[src/rtl/matrix_pkg.sv]
// -----------------------------------------------------------------------------
// matrix_pkg
// Shared types and constants for the matrix operation sequencer.
//   state_t   : sequencer FSM state encoding (3 bits)
//   OP_*      : opcode constants (bit UNARY_BIT set = unary, OP_NOP = no-op)
//   REG_W     : register-select width
//   is_unary  : helper that decodes the unary flag from an opcode
// -----------------------------------------------------------------------------
package matrix_pkg;

    localparam int REG_W     = 3;
    localparam int UNARY_BIT = 2;

    typedef enum logic [2:0] {
        IDLE = 3'd0,
        RD1  = 3'd1,
        RD2  = 3'd2,
        EXEC = 3'd3,
        WAIT = 3'd4,
        WB   = 3'd5,
        FIN  = 3'd6
    } state_t;

    localparam logic [2:0] OP_NOP = 3'b000;
    localparam logic [2:0] OP_ADD = 3'b001;
    localparam logic [2:0] OP_SUB = 3'b010;
    localparam logic [2:0] OP_MUL = 3'b011;
    localparam logic [2:0] OP_TRN = 3'b100;
    localparam logic [2:0] OP_SCL = 3'b101;

    // Unary operations read only the first operand register.
    function automatic logic is_unary(input logic [2:0] code);
        return code[UNARY_BIT];
    endfunction

endpackage

[src/rtl/seq_wait_timer.sv]
// -----------------------------------------------------------------------------
// seq_wait_timer
// Counts cycles spent waiting for the ALU. The count saturates at TIMEOUT-1 and
// expired is high while the count sits there.
// Ports:
//   clk     : system clock
//   nrst    : asynchronous active-low reset
//   clear   : synchronous clear of the count (has priority over cnt_en)
//   cnt_en  : advance the count by one
//   expired : count == TIMEOUT-1
// -----------------------------------------------------------------------------
module seq_wait_timer
    import matrix_pkg::*;
#(
    parameter int TIMEOUT = 15
) (
    input  logic clk,
    input  logic nrst,
    input  logic clear,
    input  logic cnt_en,
    output logic expired
);

    localparam int CNT_W = (TIMEOUT > 1) ? $clog2(TIMEOUT) : 1;
    localparam logic [CNT_W-1:0] LAST_CNT = CNT_W'(TIMEOUT - 1);

    logic [CNT_W-1:0] count_r;

    // Wait counter: cleared on request, saturating increment otherwise.
    always_ff @(posedge clk or negedge nrst) begin
        if (!nrst) begin
            count_r <= {CNT_W{1'b0}};
        end else if (clear) begin
            count_r <= {CNT_W{1'b0}};
        end else if (cnt_en && (count_r != LAST_CNT)) begin
            count_r <= count_r + CNT_W'(1);
        end else begin
            count_r <= count_r;
        end
    end

    assign expired = (count_r == LAST_CNT);

endmodule

[src/rtl/matrix_op_sequencer.sv]
// -----------------------------------------------------------------------------
// matrix_op_sequencer
// Single owner of the register-file / element-wise ALU datapath. Accepts one
// instruction over op_valid/op_ready and walks every matrix element:
// read operand(s), pulse the ALU, wait for alu_done, write the result.
//
// Optional build macro SEQ_ALU_ERR_EN adds input alu_err, sampled with
// alu_done; an ALU error still writes that element, then aborts the op with err.
//
// Ports:
//   clk, nrst                 : clock, asynchronous active-low reset
//   op_valid/op_ready         : instruction handshake (ready only in IDLE)
//   op_src1/op_src2/op_dst    : operand and destination registers
//   op_code                   : opcode (bit 2 = unary, 3'b000 = NOP)
//   rf_rd_en/rf_rd_sel        : register-file read strobe and select
//   rf_elem                   : element index for the current read/write
//   alu_en/alu_op/alu_done    : ALU start pulse, latched opcode, completion
//   rf_wr_en/rf_wr_sel        : register-file write strobe and latched dst
//   busy/done/err             : status (err is sticky until the next accept)
//
// All outputs are registered copies of the decode of the next state, so they
// line up cycle-for-cycle with the state register.
// -----------------------------------------------------------------------------
module matrix_op_sequencer
    import matrix_pkg::*;
#(
    parameter  int ELEMS   = 9,
    parameter  int TIMEOUT = 15,
    localparam int ELEM_W  = $clog2(ELEMS)
) (
    input  logic              clk,
    input  logic              nrst,
    input  logic              op_valid,
    output logic              op_ready,
    input  logic [REG_W-1:0]  op_src1,
    input  logic [REG_W-1:0]  op_src2,
    input  logic [REG_W-1:0]  op_dst,
    input  logic [2:0]        op_code,
    output logic              rf_rd_en,
    output logic [REG_W-1:0]  rf_rd_sel,
    output logic [ELEM_W-1:0] rf_elem,
    output logic              alu_en,
    output logic [2:0]        alu_op,
    input  logic              alu_done,
`ifdef SEQ_ALU_ERR_EN
    input  logic              alu_err,
`endif
    output logic              rf_wr_en,
    output logic [REG_W-1:0]  rf_wr_sel,
    output logic              busy,
    output logic              done,
    output logic              err
);

    localparam logic [ELEM_W-1:0] LAST_ELEM = ELEM_W'(ELEMS - 1);

    state_t             state_r, next_state_s;
    logic [REG_W-1:0]   src1_r, src1_nxt_s;
    logic [REG_W-1:0]   src2_r, src2_nxt_s;
    logic [REG_W-1:0]   dst_r,  dst_nxt_s;
    logic [2:0]         code_r, code_nxt_s;
    logic [ELEM_W-1:0]  elem_r, elem_nxt_s;
    logic               err_r,  err_nxt_s;
    logic               abort_s;
    logic               expired_s;

    logic               op_ready_s, rf_rd_en_s, alu_en_s, rf_wr_en_s;
    logic               busy_s, done_s;
    logic [REG_W-1:0]   rf_rd_sel_s;
    logic [ELEM_W-1:0]  rf_elem_s;

`ifdef SEQ_ALU_ERR_EN
    logic               alu_err_pend_r, alu_err_pend_nxt_s;

    // Remembers an ALU error seen with alu_done until the element's write-back.
    always_ff @(posedge clk or negedge nrst) begin
        if (!nrst) begin
            alu_err_pend_r <= 1'b0;
        end else begin
            alu_err_pend_r <= alu_err_pend_nxt_s;
        end
    end

    assign abort_s = alu_err_pend_r;
`else
    assign abort_s = 1'b0;
`endif

    seq_wait_timer #(
        .TIMEOUT (TIMEOUT)
    ) u_wait_timer (
        .clk     (clk),
        .nrst    (nrst),
        .clear   (state_r == EXEC),
        .cnt_en  ((state_r == WAIT) && !alu_done),
        .expired (expired_s)
    );

    // State register and instruction latches.
    always_ff @(posedge clk or negedge nrst) begin
        if (!nrst) begin
            state_r <= IDLE;
            src1_r  <= {REG_W{1'b0}};
            src2_r  <= {REG_W{1'b0}};
            dst_r   <= {REG_W{1'b0}};
            code_r  <= 3'b000;
            elem_r  <= {ELEM_W{1'b0}};
            err_r   <= 1'b0;
        end else begin
            state_r <= next_state_s;
            src1_r  <= src1_nxt_s;
            src2_r  <= src2_nxt_s;
            dst_r   <= dst_nxt_s;
            code_r  <= code_nxt_s;
            elem_r  <= elem_nxt_s;
            err_r   <= err_nxt_s;
        end
    end

    // Next-state and next-latch logic.
    always_comb begin
        next_state_s = state_r;
        src1_nxt_s   = src1_r;
        src2_nxt_s   = src2_r;
        dst_nxt_s    = dst_r;
        code_nxt_s   = code_r;
        elem_nxt_s   = elem_r;
        err_nxt_s    = err_r;
`ifdef SEQ_ALU_ERR_EN
        alu_err_pend_nxt_s = alu_err_pend_r;
`endif
        case (state_r)
            IDLE: begin
                if (op_valid) begin
                    src1_nxt_s   = op_src1;
                    src2_nxt_s   = op_src2;
                    dst_nxt_s    = op_dst;
                    code_nxt_s   = op_code;
                    elem_nxt_s   = {ELEM_W{1'b0}};
                    err_nxt_s    = 1'b0;
`ifdef SEQ_ALU_ERR_EN
                    alu_err_pend_nxt_s = 1'b0;
`endif
                    next_state_s = (op_code == OP_NOP) ? FIN : RD1;
                end else begin
                    next_state_s = IDLE;
                end
            end
            RD1: begin
                next_state_s = is_unary(code_r) ? EXEC : RD2;
            end
            RD2: begin
                next_state_s = EXEC;
            end
            EXEC: begin
                next_state_s = WAIT;
            end
            WAIT: begin
                // alu_done wins over a timeout landing in the same cycle.
                if (alu_done) begin
`ifdef SEQ_ALU_ERR_EN
                    alu_err_pend_nxt_s = alu_err;
`endif
                    next_state_s = WB;
                end else if (expired_s) begin
                    err_nxt_s    = 1'b1;
                    next_state_s = FIN;
                end else begin
                    next_state_s = WAIT;
                end
            end
            WB: begin
                if (abort_s) begin
                    err_nxt_s    = 1'b1;
                    next_state_s = FIN;
                end else if (elem_r == LAST_ELEM) begin
                    next_state_s = FIN;
                end else begin
                    elem_nxt_s   = elem_r + ELEM_W'(1);
                    next_state_s = RD1;
                end
            end
            FIN: begin
                next_state_s = IDLE;
            end
            default: begin
                next_state_s = IDLE;
            end
        endcase
    end

    // Output decode from the next state and next latch values.
    always_comb begin
        op_ready_s  = 1'b0;
        busy_s      = 1'b1;
        rf_rd_en_s  = 1'b0;
        rf_rd_sel_s = {REG_W{1'b0}};
        rf_elem_s   = {ELEM_W{1'b0}};
        alu_en_s    = 1'b0;
        rf_wr_en_s  = 1'b0;
        done_s      = 1'b0;
        case (next_state_s)
            IDLE: begin
                op_ready_s = 1'b1;
                busy_s     = 1'b0;
            end
            RD1: begin
                rf_rd_en_s  = 1'b1;
                rf_rd_sel_s = src1_nxt_s;
                rf_elem_s   = elem_nxt_s;
            end
            RD2: begin
                rf_rd_en_s  = 1'b1;
                rf_rd_sel_s = src2_nxt_s;
                rf_elem_s   = elem_nxt_s;
            end
            EXEC: begin
                alu_en_s  = 1'b1;
                rf_elem_s = elem_nxt_s;
            end
            WAIT: begin
                rf_elem_s = elem_nxt_s;
            end
            WB: begin
                rf_wr_en_s = 1'b1;
                rf_elem_s  = elem_nxt_s;
            end
            FIN: begin
                done_s = 1'b1;
            end
            default: begin
                busy_s = 1'b1;
            end
        endcase
    end

    // Output registers; op_ready is the only output that resets high.
    always_ff @(posedge clk or negedge nrst) begin
        if (!nrst) begin
            op_ready  <= 1'b1;
            busy      <= 1'b0;
            rf_rd_en  <= 1'b0;
            rf_rd_sel <= {REG_W{1'b0}};
            rf_elem   <= {ELEM_W{1'b0}};
            alu_en    <= 1'b0;
            alu_op    <= 3'b000;
            rf_wr_en  <= 1'b0;
            rf_wr_sel <= {REG_W{1'b0}};
            done      <= 1'b0;
            err       <= 1'b0;
        end else begin
            op_ready  <= op_ready_s;
            busy      <= busy_s;
            rf_rd_en  <= rf_rd_en_s;
            rf_rd_sel <= rf_rd_sel_s;
            rf_elem   <= rf_elem_s;
            alu_en    <= alu_en_s;
            alu_op    <= code_nxt_s;
            rf_wr_en  <= rf_wr_en_s;
            rf_wr_sel <= dst_nxt_s;
            done      <= done_s;
            err       <= err_nxt_s;
        end
    end

endmodule

[config.mk]
export PLATFORM = sky130hd
export DESIGN_NAME = matrix_op_sequencer
export DESIGN_NICKNAME = d
export VERILOG_FILES = /design/src/rtl/matrix_pkg.sv /design/src/rtl/seq_wait_timer.sv /design/src/rtl/matrix_op_sequencer.sv
export SDC_FILE = /design/constraint.sdc
export NUM_CORES = 1
export LEC_CHECK = 0
export BUFFER_PORTS_ARGS = -buffer_cell sky130_fd_sc_hd__buf_2
export CORE_MARGIN = 2
export CORE_UTILIZATION = 40
export CTS_BUF_LIST = sky130_fd_sc_hd__clkbuf_8
export DETAILED_ROUTE_END_ITERATION = 10
export HOLD_SLACK_MARGIN = 0.1
export PLACE_DENSITY = 0.61
export SYNTH_ARGS = -nofsm -noshare
export SYNTH_HDL_FRONTEND = slang
export SYNTH_SLANG_ARGS = --single-unit
[constraint.sdc]
create_clock -name clk -period 2.2 [get_ports clk]
set_clock_uncertainty 0.15 [all_clocks]
set_input_delay 0.22 -clock clk [delete_from_list [all_inputs] [get_ports clk]]
set_output_delay 0.22 -clock clk [all_outputs]
set_load 0.02 [all_outputs]
==> key figures <==
Outcome
  • Status: completed

Clocking
  • Total CTS buffers: 5
  • Clock Latency Late Sink: 290 ps
  • H-tree depth: 2
  • Clock root buffer: clkbuf_8
  • Sink Count: 37
  • Worst-path clk slew: 70 ps
  • CTS max path bufs: 2
  • TritonCTS clock tree: done

Min path
  • Hold Path Class: primary input to register

Power
  • Leakage power total: ~1.1 nW
  • PwrDens: ~1400 nW/um^2
  • Worst VDD drop: between 0.6 and 0.7 mV

Global routing
  • Global-route wire length before repair: around 6.0 mm
  • Initial antenna violation count: 0
  • GRT overflow: 0
  • Global Route Usage Sum: 16.0%
  • Number of global-route vias before repair: 1295
  • Largest net degree at the start of global routing: 38

Cells and area
  • Fin area: 2210 sq um
  • ANT cells: 0
  • Area Growth Syn to Fin: 30.1%
  • Largest regs: elem_r: 4 flops, rf_elem: 4 flops, u_wait_timer.count_r: 4 flops
  • Layout Nets: 232
  • Fraction of layout cells with a size suffix above 1: 30.5%

STA
  • Slew headroom: 46.6%
  • Final Hold Vio Count: 0
  • Worst Tran Pin Value: 802 ps
  • RSZ-0062 raised after global routing: false
  • Setup_tns: 0 ps
  • Endpoints failing setup: 0
  • Worst hold slack: 136 ps
  • Min cycle time layout: about 2100 ps
  • Final period util: 96.1%
  • Max Slew Vio Count: 0
  • Fmax: 473 MHz

Yosys
  • Async set-reset flop share out of synthesis: 100%
  • Syn. warnings: 0
  • Mapped Nets: 176
  • Synth cell types: 40
  • Flops & latches, synth: 37
  • Synthesized cell area: about 1700 sq um
  • Post-synth EDFFs: 0
  • Cells after Synth: 156
  • Mean Syn Cell Area: 10.9 sq um
  • Synth Flop Type: dfrtp_1
  • Seq/Total Area, Yosys: a little over half

Job
  • Max_cap viols: 0

Critical path
  • Crit path kind: primary input to register
  • Worst reg2reg setup slack: 150 ps
  • Worst Setup End Kind: register
  • CP arrival: 2170 ps
  • Worst-path maximum fanout: 6
  • Worst Path Required: 2250 ps
  • CP Launch Type: primary input

Floorplanning
  • Core area: 4030 sq um
  • Die Width: 69.1 um
  • Die ar.: ~4800 sq um
  • Die height: 69.1 um
  • Initial Utilization: 42.1%
  • # IOs: 36
  • Row count: 23

Detailed routing
  • Antenna-violating nets left: 0
  • Routed WL per cell: 13.6 um
  • DRT Pass-1 Iters: 4
  • Vias per std cell: 5.16
  • Iteration-0 DRC Markers: 26
  • Vias: 1356
  • Drt drc: 0
  • Post-Route WL: 3.58 mm

Place
  • PortBufs: 35
  • Post-Place Cell Area: 1950 sq um
  • Final Wtd Congestion: between 0.8 and 0.9
  • Post-DP HPWL: 2.66 mm
routing by layer:
metal,track usage [%],up-vias,share of wire [%]
met5,0,-,0
met4,7.41,0,1.5
met3,4.82,4,4.6
met2,26.2,33,50
li1,-,656,-
met1,19.4,663,44
cell usage in the layout, fill, tap and decap left out, drive strengths merged, types with 2 or more instances in the layout:
cell and n:
a211oi 4, a21o 2, a21oi 5, a22oi 4, a31oi 2, and2 2
and3b 3, and4b 3, buf 43, clkbuf 6, dfrtp 36, dlygate4sd3 14
ha 4, inv 9, mux2 7, nand2 28, nand2b 3, nand3 5
nand4 3, nor2 6, o22ai 3, xnor2 3, xor2 2
where the power goes:
group	total (W)	internal, W	leakage, nW	switching (W)
registers	0.00112	0.000938	0.470	0.000180
logic	0.00129	0.000565	0.586	0.000727
clock network	0.000608	0.000368	0.0574	0.000240
total	0.00302	0.00187	1.11	0.00115
critical path, cell delays in order:
cell	delay (ps)
dlygate4sd3_1	530
buf_2	130
nor3_1	500
a22oi_2	210
buf_4	200
a21o_1	190
a21oi_1	190
Yosys cell counts, drive strengths merged (4+ instances only):
master | n | area (sq um)
nor2 | 6 | 22.5
nand3 | 5 | 25.0
buf | 7 | 43.8
a211oi | 4 | 30.0
a22oi | 4 | 35.0
inv | 9 | 33.8
dfrtp | 36 | 901
mux2 | 7 | 78.8
ha | 4 | 50.1
a21oi | 5 | 25.0
nand2 | 28 | 105
final cells by class:
type                    count  area, sq um
fillers                   373         1820
flip-flops and latches     37          927
multi-input cells         102          688
repair buffers             57          375
clock buffers               6         82.6
well taps                  50         62.6
clock inverters             2         37.5
inverters                   9         33.8
cell families after synthesis:
group / after synthesis / share of synthesized area (%)
AND/OR/NAND/NOR: 60 / 19.3
flip-flops: 37 / 54.6
AO/OA/AOI/OAI: 26 / 11.1
buffers and inverters: 17 / 4.79
multiplexers: 7 / 4.65
XOR/XNOR: 5 / 2.58
adder cells (fa/ha/maj): 4 / 2.95
final timing paths:
kind                              start  depth (start not counted)                      end
setup / recovery             op_code[1]                          7                 rf_rd_en
hold reg to reg            rf_wr_sel[1]                          2             rf_wr_sel[1]
hold / removal                 op_valid                          4                      err
setup reg to reg             state_r[1]                          4               rf_elem[0]
min in group asynchronous          nrst                          2                 rf_wr_en
max in group asynchronous          nrst                          2  u_wait_timer.count_r[1]
through the flow:
stage | util (%) | power [W] | cells | setup WS [ps]
after detailed placement | 48.3 | 0.00243 | 241 | 147
after global routing | 54.8 | 0.00324 | 263 | 36.6
after global placement | 48.3 | 0.00237 | 241 | 216
after floorplan | - | 0.00204 | 156 | 203
final | 54.8 | 0.00302 | 263 | 85.4
after CTS | 54.8 | 0.00305 | 263 | 97.0
what timing repair did:
item,in CTS,in global routing
setup buffers,0,0
gates resized for setup,0,0
endpoints found under the setup margin,0,0
hold buffers,14,0
endpoints found under the hold margin,49,0
Note: power is estimated with default switching activity, not from simulation.
